### config.mk
export PLATFORM = sky130hd
export DESIGN_NAME = acl2_spi_responder
export DESIGN_NICKNAME = d
export VERILOG_FILES = /design/src/rtl/acl2_spi_responder.sv
export SDC_FILE = /design/constraint.sdc
export NUM_CORES = 1
export LEC_CHECK = 0
export ABC_AREA = 1
export CAP_MARGIN = 20
export CORE_MARGIN = 1
export CORE_UTILIZATION = 46
export DETAILED_ROUTE_END_ITERATION = 12
export PLACE_DENSITY = 0.67
export SETUP_SLACK_MARGIN = 0.2
export SKIP_LAST_GASP = 1
export SLEW_MARGIN = 20
export SYNTH_ARGS = -nofsm -noshare
export SYNTH_HDL_FRONTEND = slang
export SYNTH_SLANG_ARGS = --single-unit
### constraint.sdc
create_clock -name clk -period 1.6 [get_ports clk]
set_clock_uncertainty 0.05 [all_clocks]
set_input_delay 0.32 -clock clk [delete_from_list [all_inputs] [get_ports clk]]
set_output_delay 0.32 -clock clk [all_outputs]
set_load 0.05 [all_outputs]
### src/rtl/acl2_spi_responder.sv
// SPI mode-0 responder modelling the ACL2 (ADXL362-style) accelerometer register interface.
// Optional interrupt output is enabled by defining ACL2_RESP_INT_EN.
module acl2_spi_responder #(
  parameter logic [7:0] DEVID_AD = 8'hAD,
  parameter logic [7:0] PARTID   = 8'hF2
) (
  input  logic        clk,
  input  logic        rst,
  input  logic        cs,
  input  logic        sclk,
  input  logic        mosi,
  output logic        miso,
  input  logic [11:0] sample_x,
  input  logic [11:0] sample_y,
  input  logic [11:0] sample_z,
  input  logic        sample_valid,
  output logic        int1,
  output logic        busy
);

  typedef enum logic [2:0] {StIdle, StCmd, StAddr, StData, StIgnore} state_e;

  logic        cs_meta_q, cs_sync_q, cs_prev_q;
  logic        sclk_meta_q, sclk_sync_q, sclk_prev_q;
  logic        mosi_meta_q, mosi_sync_q;
  state_e      state_q, state_d;
  logic [2:0]  bit_cnt_q, bit_cnt_d;
  logic [7:0]  rx_q, rx_d, tx_q, tx_d, addr_q, addr_d;
  logic        wr_q, wr_d;
  logic [7:0]  power_q, power_d, filter_q, filter_d;
  logic [11:0] x_q, x_d, y_q, y_d, z_q, z_d;
  logic [11:0] px_q, px_d, py_q, py_d, pz_q, pz_d;
  logic        pend_q, pend_d, dr_q, dr_d;
`ifdef ACL2_RESP_INT_EN
  logic [7:0]  intmap_q, intmap_d;
  logic        int1_q;
`endif

  logic       cs_fall, cs_rise, sclk_rise, sclk_fall, measure;
  logic       dr_set, dr_clr, soft_rst;
  logic [7:0] rx_byte, rd_data;

  assign cs_fall   = cs_prev_q & ~cs_sync_q;
  assign cs_rise   = ~cs_prev_q & cs_sync_q;
  assign sclk_rise = sclk_sync_q & ~sclk_prev_q;
  assign sclk_fall = ~sclk_sync_q & sclk_prev_q;
  assign rx_byte   = {rx_q[6:0], mosi_sync_q};
  assign measure   = (power_q[1:0] == 2'b10);

  assign busy = ~cs_sync_q;
  assign miso = tx_q[7] & ~cs_sync_q;

  always_comb begin
    rd_data = 8'h00;
    case (addr_q)
      8'h00:   rd_data = DEVID_AD;
      8'h01:   rd_data = 8'h1D;
      8'h02:   rd_data = PARTID;
      8'h03:   rd_data = 8'h01;
      8'h0B:   rd_data = {7'b0, dr_q};
      8'h0E:   rd_data = x_q[7:0];
      8'h0F:   rd_data = {{4{x_q[11]}}, x_q[11:8]};
      8'h10:   rd_data = y_q[7:0];
      8'h11:   rd_data = {{4{y_q[11]}}, y_q[11:8]};
      8'h12:   rd_data = z_q[7:0];
      8'h13:   rd_data = {{4{z_q[11]}}, z_q[11:8]};
`ifdef ACL2_RESP_INT_EN
      8'h2A:   rd_data = intmap_q;
`endif
      8'h2C:   rd_data = filter_q;
      8'h2D:   rd_data = power_q;
      default: rd_data = 8'h00;
    endcase
  end

  always_comb begin
    state_d   = state_q;
    bit_cnt_d = bit_cnt_q;
    rx_d      = rx_q;
    tx_d      = tx_q;
    addr_d    = addr_q;
    wr_d      = wr_q;
    power_d   = power_q;
    filter_d  = filter_q;
    x_d       = x_q;
    y_d       = y_q;
    z_d       = z_q;
    px_d      = px_q;
    py_d      = py_q;
    pz_d      = pz_q;
    pend_d    = pend_q;
    dr_d      = dr_q;
    dr_set    = 1'b0;
    dr_clr    = 1'b0;
    soft_rst  = 1'b0;
`ifdef ACL2_RESP_INT_EN
    intmap_d  = intmap_q;
`endif

    if (cs_rise) begin
      state_d   = StIdle;
      bit_cnt_d = 3'd0;
      rx_d      = 8'h00;
    end else if (state_q == StIdle) begin
      if (cs_fall) begin
        state_d   = StCmd;
        bit_cnt_d = 3'd0;
        rx_d      = 8'h00;
        tx_d      = 8'h00;
      end
    end else if (sclk_rise) begin
      rx_d      = rx_byte;
      bit_cnt_d = bit_cnt_q + 3'd1;
      if (bit_cnt_q == 3'd7) begin
        case (state_q)
          StCmd: begin
            if (rx_byte == 8'h0A) begin
              state_d = StAddr;
              wr_d    = 1'b1;
            end else if (rx_byte == 8'h0B) begin
              state_d = StAddr;
              wr_d    = 1'b0;
            end else begin
              state_d = StIgnore;
            end
          end
          StAddr: begin
            addr_d  = rx_byte;
            state_d = StData;
          end
          StData: begin
            if (wr_q) begin
              case (addr_q)
`ifdef ACL2_RESP_INT_EN
                8'h2A:   intmap_d = rx_byte;
`endif
                8'h2C:   filter_d = rx_byte;
                8'h2D:   power_d  = rx_byte;
                8'h1F:   soft_rst = (rx_byte == 8'h52);
                default: ;
              endcase
              addr_d = addr_q + 8'd1;
            end
          end
          default: ;
        endcase
      end
    end else if (sclk_fall && state_q == StData && !wr_q) begin
      // A byte boundary reloads the shifter; MSB appears for the master's next rising edge.
      if (bit_cnt_q == 3'd0) begin
        tx_d   = rd_data;
        addr_d = addr_q + 8'd1;
        dr_clr = (addr_q == 8'h13);
      end else begin
        tx_d = {tx_q[6:0], 1'b0};
      end
    end

    if (sample_valid && measure) begin
      if (!busy) begin
        x_d    = sample_x;
        y_d    = sample_y;
        z_d    = sample_z;
        pend_d = 1'b0;
        dr_set = 1'b1;
      end else begin
        px_d   = sample_x;
        py_d   = sample_y;
        pz_d   = sample_z;
        pend_d = 1'b1;
      end
    end else if (pend_q && cs_sync_q) begin
      x_d    = px_q;
      y_d    = py_q;
      z_d    = pz_q;
      pend_d = 1'b0;
      dr_set = 1'b1;
    end

    if (dr_set) begin
      dr_d = 1'b1;
    end else if (dr_clr) begin
      dr_d = 1'b0;
    end

    if (soft_rst) begin
      power_d  = 8'h00;
      filter_d = 8'h13;
      x_d      = 12'h000;
      y_d      = 12'h000;
      z_d      = 12'h000;
      pend_d   = 1'b0;
      dr_d     = 1'b0;
`ifdef ACL2_RESP_INT_EN
      intmap_d = 8'h00;
`endif
    end
  end

  always_ff @(posedge clk) begin
    if (!rst) begin
      cs_meta_q   <= 1'b1;
      cs_sync_q   <= 1'b1;
      cs_prev_q   <= 1'b1;
      sclk_meta_q <= 1'b0;
      sclk_sync_q <= 1'b0;
      sclk_prev_q <= 1'b0;
      mosi_meta_q <= 1'b0;
      mosi_sync_q <= 1'b0;
      state_q     <= StIdle;
      bit_cnt_q   <= 3'd0;
      rx_q        <= 8'h00;
      tx_q        <= 8'h00;
      addr_q      <= 8'h00;
      wr_q        <= 1'b0;
      power_q     <= 8'h00;
      filter_q    <= 8'h13;
      x_q         <= 12'h000;
      y_q         <= 12'h000;
      z_q         <= 12'h000;
      px_q        <= 12'h000;
      py_q        <= 12'h000;
      pz_q        <= 12'h000;
      pend_q      <= 1'b0;
      dr_q        <= 1'b0;
    end else begin
      cs_meta_q   <= cs;
      cs_sync_q   <= cs_meta_q;
      cs_prev_q   <= cs_sync_q;
      sclk_meta_q <= sclk;
      sclk_sync_q <= sclk_meta_q;
      sclk_prev_q <= sclk_sync_q;
      mosi_meta_q <= mosi;
      mosi_sync_q <= mosi_meta_q;
      state_q     <= state_d;
      bit_cnt_q   <= bit_cnt_d;
      rx_q        <= rx_d;
      tx_q        <= tx_d;
      addr_q      <= addr_d;
      wr_q        <= wr_d;
      power_q     <= power_d;
      filter_q    <= filter_d;
      x_q         <= x_d;
      y_q         <= y_d;
      z_q         <= z_d;
      px_q        <= px_d;
      py_q        <= py_d;
      pz_q        <= pz_d;
      pend_q      <= pend_d;
      dr_q        <= dr_d;
    end
  end

`ifdef ACL2_RESP_INT_EN
  always_ff @(posedge clk) begin
    if (!rst) begin
      intmap_q <= 8'h00;
      int1_q   <= 1'b0;
    end else begin
      intmap_q <= intmap_d;
      int1_q   <= dr_q & intmap_q[0];
    end
  end
  assign int1 = int1_q;
`else
  assign int1 = 1'b0;
`endif

endmodule
* Word level (Yosys, flattened, before mapping)
Index checks and enable logic that the tools add are counted.
Storage, ports and cells: bits in registers 128, input port bits 42, output and inout bits 3
Cells by class: $add $sub $neg 2, eq/ne operators 27, muxes and demuxes 55, bitwise gates (word level) 12, reductions and logical operators 28
Operator list (count):
- 2-to-1 mux 12 bit | 9
- one-hot mux 8 bit (13 select lines) | 1
- 2-to-1 mux 8 bit | 10
- equality test 8 x 4 -> 1 bit (second input constant) | 5
- equality test 8 x 5 -> 1 bit (second input constant) | 5
- 2-to-1 mux 3 bit | 9
- 2-to-1 mux 1 bit | 22
- AND reduction 7 bit | 3
- equality test 8 x 2 -> 1 bit (second input constant) | 2
- equality test 8 x 6 -> 1 bit (second input constant) | 2
- one-hot mux 8 bit (2 select lines) | 1
- nonzero test 2 bit | 8
- 2-to-1 mux 7 bit | 2
- adder 8 x 1 -> 8 bit (second input constant) | 1
- equality test 8 x 1 -> 1 bit (second input constant) | 1
- equality test 8 x 7 -> 1 bit (second input constant) | 1
- zero test 8 bit | 1
- AND reduction 4 bit | 2
- inverter 1 bit | 7
- equality test 3 x 2 -> 1 bit (second input constant) | 2
- zero test 3 bit | 2
- one-hot mux 3 bit (2 select lines) | 1
- AND reduction 2 bit | 3
- AND reduction 6 bit | 1
- other kinds (13) | 23

* Logic depth before layout (Yosys ltp)
depth in word-level cells 10, gate-level depth with buffers 13

* Least setup slack after synthesis
No wires, ideal clock.
path kind flip-flop to flip-flop, start reg addr_q[0], end reg filter_q[0], arrival 1484 ps, required time 1424 ps, slack -60 ps, stages on the path, launching flop included 11, path buffers 1, clock period less this slack 1660 ps, path through dfxtp_1 -> inv_1 -> ha_1 -> nand3_2 -> inv_1 -> nand2_2 -> nor3_4 -> inv_2 -> buf_6 -> nand2_1 -> o211ai_1
On the way: cells in the longest elaborated chain, start to end 9, elaborated cells on any way between the ends 11, classes of those cells 2 x eq/ne; 7 x mux; 2 x reduce/logical
Ends and longest elaborated chain:
- start, declared | line 28 | logic [7:0] rx_q, rx_d, tx_q, tx_d, addr_q, addr_d;
- start signal, assigned | line 239 | addr_q <= addr_d;
- equality test 8 x 5 -> 1 bit | line 133 | case (addr_q)
- 2-to-1 mux 1 bit | line 133
- 2-to-1 mux 1 bit | line 132 | if (wr_q) begin
- 2-to-1 mux 1 bit | line 115 | case (state_q)
- 2-to-1 mux 1 bit | line 114 | if (bit_cnt_q == 3'd7) begin
- 2-to-1 mux 1 bit | line 111 | end else if (sclk_rise) begin
- 2-to-1 mux 1 bit | line 104 | end else if (state_q == StIdle) begin
- 2-to-1 mux 1 bit | line 100 | if (cs_rise) begin
- OR reduction 2 bit (no line)
- end signal, assigned | line 242 | filter_q <= filter_d;
- end, declared | line 30 | logic [7:0] power_q, power_d, filter_q, filter_d;
Parallel ways exist; a longest one is shown, timed or not. A chain may end at the register's enable or synchronous reset.

* Final worst setup path
start reg addr_q[1], end reg x_q[11]
On the way: cells in the longest elaborated chain, start to end 9
Ends and longest elaborated chain:
- equality test 8 x 5 -> 1 bit | line 133
- 2-to-1 mux 1 bit | line 133
- 2-to-1 mux 1 bit | line 132
- 2-to-1 mux 1 bit | line 115
- 2-to-1 mux 1 bit | line 114
- 2-to-1 mux 1 bit | line 111
- 2-to-1 mux 1 bit | line 104
- 2-to-1 mux 1 bit | line 100
- OR reduction 2 bit (no line)
- end signal, assigned | line 218 | x_q <= 12'h000;
- end signal, assigned | line 243 | x_q <= x_d;
- end, declared | line 31 | logic [11:0] x_q, x_d, y_q, y_d, z_q, z_d;
No other way between the ends.

==> results.md <==
* Synth Warn # at 0
* Hold_ws at 0.210 ns
* Largest net degree at the start of global routing at 37
* Worst-skew pair later-pin latency at 0.43 ns
* Die height at 119 µm
* First-pass GRT wire length at 31.9 mm
* EDFF count, synth at 0
* Fmax at 563 MHz
* Setup crit end kind: register
* Final worst slack at -0.176 ns
* Routed WL at 21.4 mm
* Core area at 13300 µm²
* Net Count, Synth at 1022
* Htree depth at 4
* Placement Setup Slack at -0.398 ns
* Setup TNS at -8.48 ns
* Clk slew on worst S/H paths at 0.05 ns
* Worst path cell trace: ha_4 -> nand3_4 -> nor4_4 -> nand3_4 -> nand2_4 -> buf_6 -> a21oi_1
* Clock Tree Root: clkbuf_16
* Clk sinks at 128
* Crit path buffers/inverters at 1
* GRT Util Overall at 28.8%
* Vias per inst at 5.34
* Proportion of layout cells with a drive suffix above 1 at 37.5%
* Synth top area cells: dfxtp_1 (41%), nand2_1 (24%), a21oi_1 (8.9%), nor2_1 (4.9%), nand3_1 (3.9%)
* CP required at 1.87 ns
* RSZ-0062 raised after global routing: true
* Drt wl/cell at 16.1 µm
* Initial Utilization at 47.5%
* Fin cells at 1326
* Tcrit/Tclk final at 111%
* Placed insts at 1244
* Post-synth top area share at 40.6%
* Most used DFF post-synth: dfxtp_1
* Asr flop ratio synth at 0%
* Multi-input logic area at 4280 µm²
* Diodes inserted at 0
* Syn Area/Cell at 6.49 µm²
* Fin. max-slew vios at 0
* CTS buffer count at 17
* Final hold vios at 0
* Starting DRT DRC Count at 648
* Routability congestion estimate at 0.945
* Routed vias at 7080
* Leak at 4.25 nW
* Die X at 119 µm
* Full die area at 14200 µm²
* Hold Path Class: in -> reg
* # nets final at 1191
* Pwr/cell area at 748 nW/µm²
* Layout Area Growth over Synthesis at 57.6%
* Commonest cells post-synth: nand2_1 (406), dfxtp_1 (128), a21oi_1 (112)
* FF/Latch Area at 2600 µm²
* Worst ir drop on vdd at 735 µV
* Hpwl dp at 12.2 mm
* DRC Markers at 0
* Worst Setup Start Kind: register
* Number of synthesized register bits at 128
* Failing checks: negative setup slack
* Fillcell total at 964
* Mapped Area at 6320 µm²
* Critical Path Most Common Cell: nand3_4
* IO Pins at 45
* Number of max-cap violations at 0
* I/O Buffers at 43
* Status: complete, but fails checks
* Worst path top cell family by delay: simple AND/OR/NAND/NOR gates
* Final setup viols at 63
* Syn Inst Count at 973
* Hold Buf Count CTS at 0
* Cell accounting for the most synthesized area: dfxtp_1
* Slowest Stage Delay on Critical Path at 0.39 ns
* Final worst path period need at 1.78 ns
* CP max FO at 5
* Synth unique cells at 30
* Routed Antenna Nets at 0
* WP data arrival at 2.04 ns
* Max Root-Sink Buffers at 2
* Number of global-route vias before repair at 6611
* Sequential-to-total area share from yosys stat at 40.6%
* CP max stage cell: dfxtp_4
* GR Overflow Total at 0
* DR pass1 iterations at 5
* CTS tree: done
* Num rows at 42
* Initial antenna violation count at 0
* Cell with the most instances after synthesis: nand2_1
* Critical setup path kind: reg -> reg
## cell type report
class                           count  area share [%]
Clock buffer                       20            4.59
Inverter                           71            3.14
Multi-Input combinational cell    737            43.0
Sequential cell                   128            26.1
Timing Repair inverter              1          0.0377
Clock inverter                      7           0.892
Timing Repair Buffer              186            20.0
Tap cell                          176            2.21
## worst register-to-register path: stages (launching register included)
cell and delay [ns]:
dfxtp_4 0.39, ha_4 0.17, nand3_4 0.10, nor4_4 0.35
nand3_4 0.20, nand2_4 0.19, buf_6 0.16, a21oi_1 0.05
## stage by stage
| stage | area (µm²) | power, W | utilization [%] |
|---|---|---|---|
| 2_1_floorplan | 6430 | 0.00344 | - |
| 3_3_place_gp | 7680 | 0.00365 | 57.8 |
| 3_5_place_dp | 7680 | 0.00365 | 57.8 |
| 4_1_cts | 9170 | 0.00735 | 69.0 |
| 5_1_grt | 9960 | 0.00764 | 74.9 |
| 6_report | 9960 | 0.00745 | 74.9 |
## state kept, by name, indices dropped and copies added, names as in the netlist, 7 cells and up
| register | cells |
|---|---|
| addr_q | 8 |
| y_q | 12 |
| x_q | 12 |
| pz_q | 12 |
| z_q | 12 |
| px_q | 12 |
| py_q | 12 |
| filter_q | 8 |
| tx_q | 8 |
| power_q | 8 |
| rx_q | 7 |
## metal layers
metal	up-vias	global-route usage, %	wire length [µm]
met2	244	48.1	10400
met1	3337	34.9	8990
met5	-	0	0
met3	72	6.27	1060
met4	0	13.9	884
li1	3427	-	-
## cell families after synthesis
logic type                 synth area share, %
adders and majority gates                 1.39
xor gates and xnor gates                 0.277
other                                   0.0594
AOI/OAI and AO/OA                         11.6
DFF                                       40.6
and+or+nand+nor                           38.5
buffers and inverters                     7.53
## report_power, final
group	total (W)	internal, W	switching (W)
sequential	0.00321	0.00320	0.0000129
clock	0.00371	0.00232	0.00139
combinational	0.000534	0.000246	0.000288
total	0.00745	0.00576	0.00169
## worst paths after layout
path	from	slack, ns	endpoint	cells past startpoint
max	addr_q[1]	-0.18	x_q[11]	7
min	rst	0.21	addr_q[0]	3
max reg2reg	addr_q[1]	-0.18	x_q[11]	7
min reg2reg	cs_meta_q	0.36	cs_sync_q	1
## layout by cell type, fill, tap and decap left out, types with 6 or more instances in the layout
| master | n |
|---|---|
| nand2_1 | 350 |
| dfxtp_1 | 109 |
| buf_4 | 92 |
| a21oi_2 | 63 |
| nor2_1 | 57 |
| a21oi_1 | 45 |
| nand3_1 | 39 |
| clkdlybuf4s50_1 | 39 |
| nand2_4 | 38 |
| inv_1 | 35 |
| nand2_2 | 26 |
| buf_6 | 26 |
| nor2_4 | 21 |
| clkbuf_16 | 21 |
| inv_2 | 19 |
| nor2_2 | 18 |
| buf_12 | 17 |
| o21ai_0 | 13 |
| inv_4 | 12 |
| dfxtp_2 | 12 |
| nand3_2 | 11 |
| nand4_1 | 10 |
| o21ai_1 | 8 |
| dfxtp_4 | 7 |
| clkinv_2 | 6 |
| ha_4 | 6 |
## what timing repair did
action                                  CTS  global route
cloned                                    8             8
gates resized for setup                 158           157
buffers inserted                         30             9
endpoints found under the setup margin  121           121
pin swaps                                55            56
(Power assumes the default switching activity.)
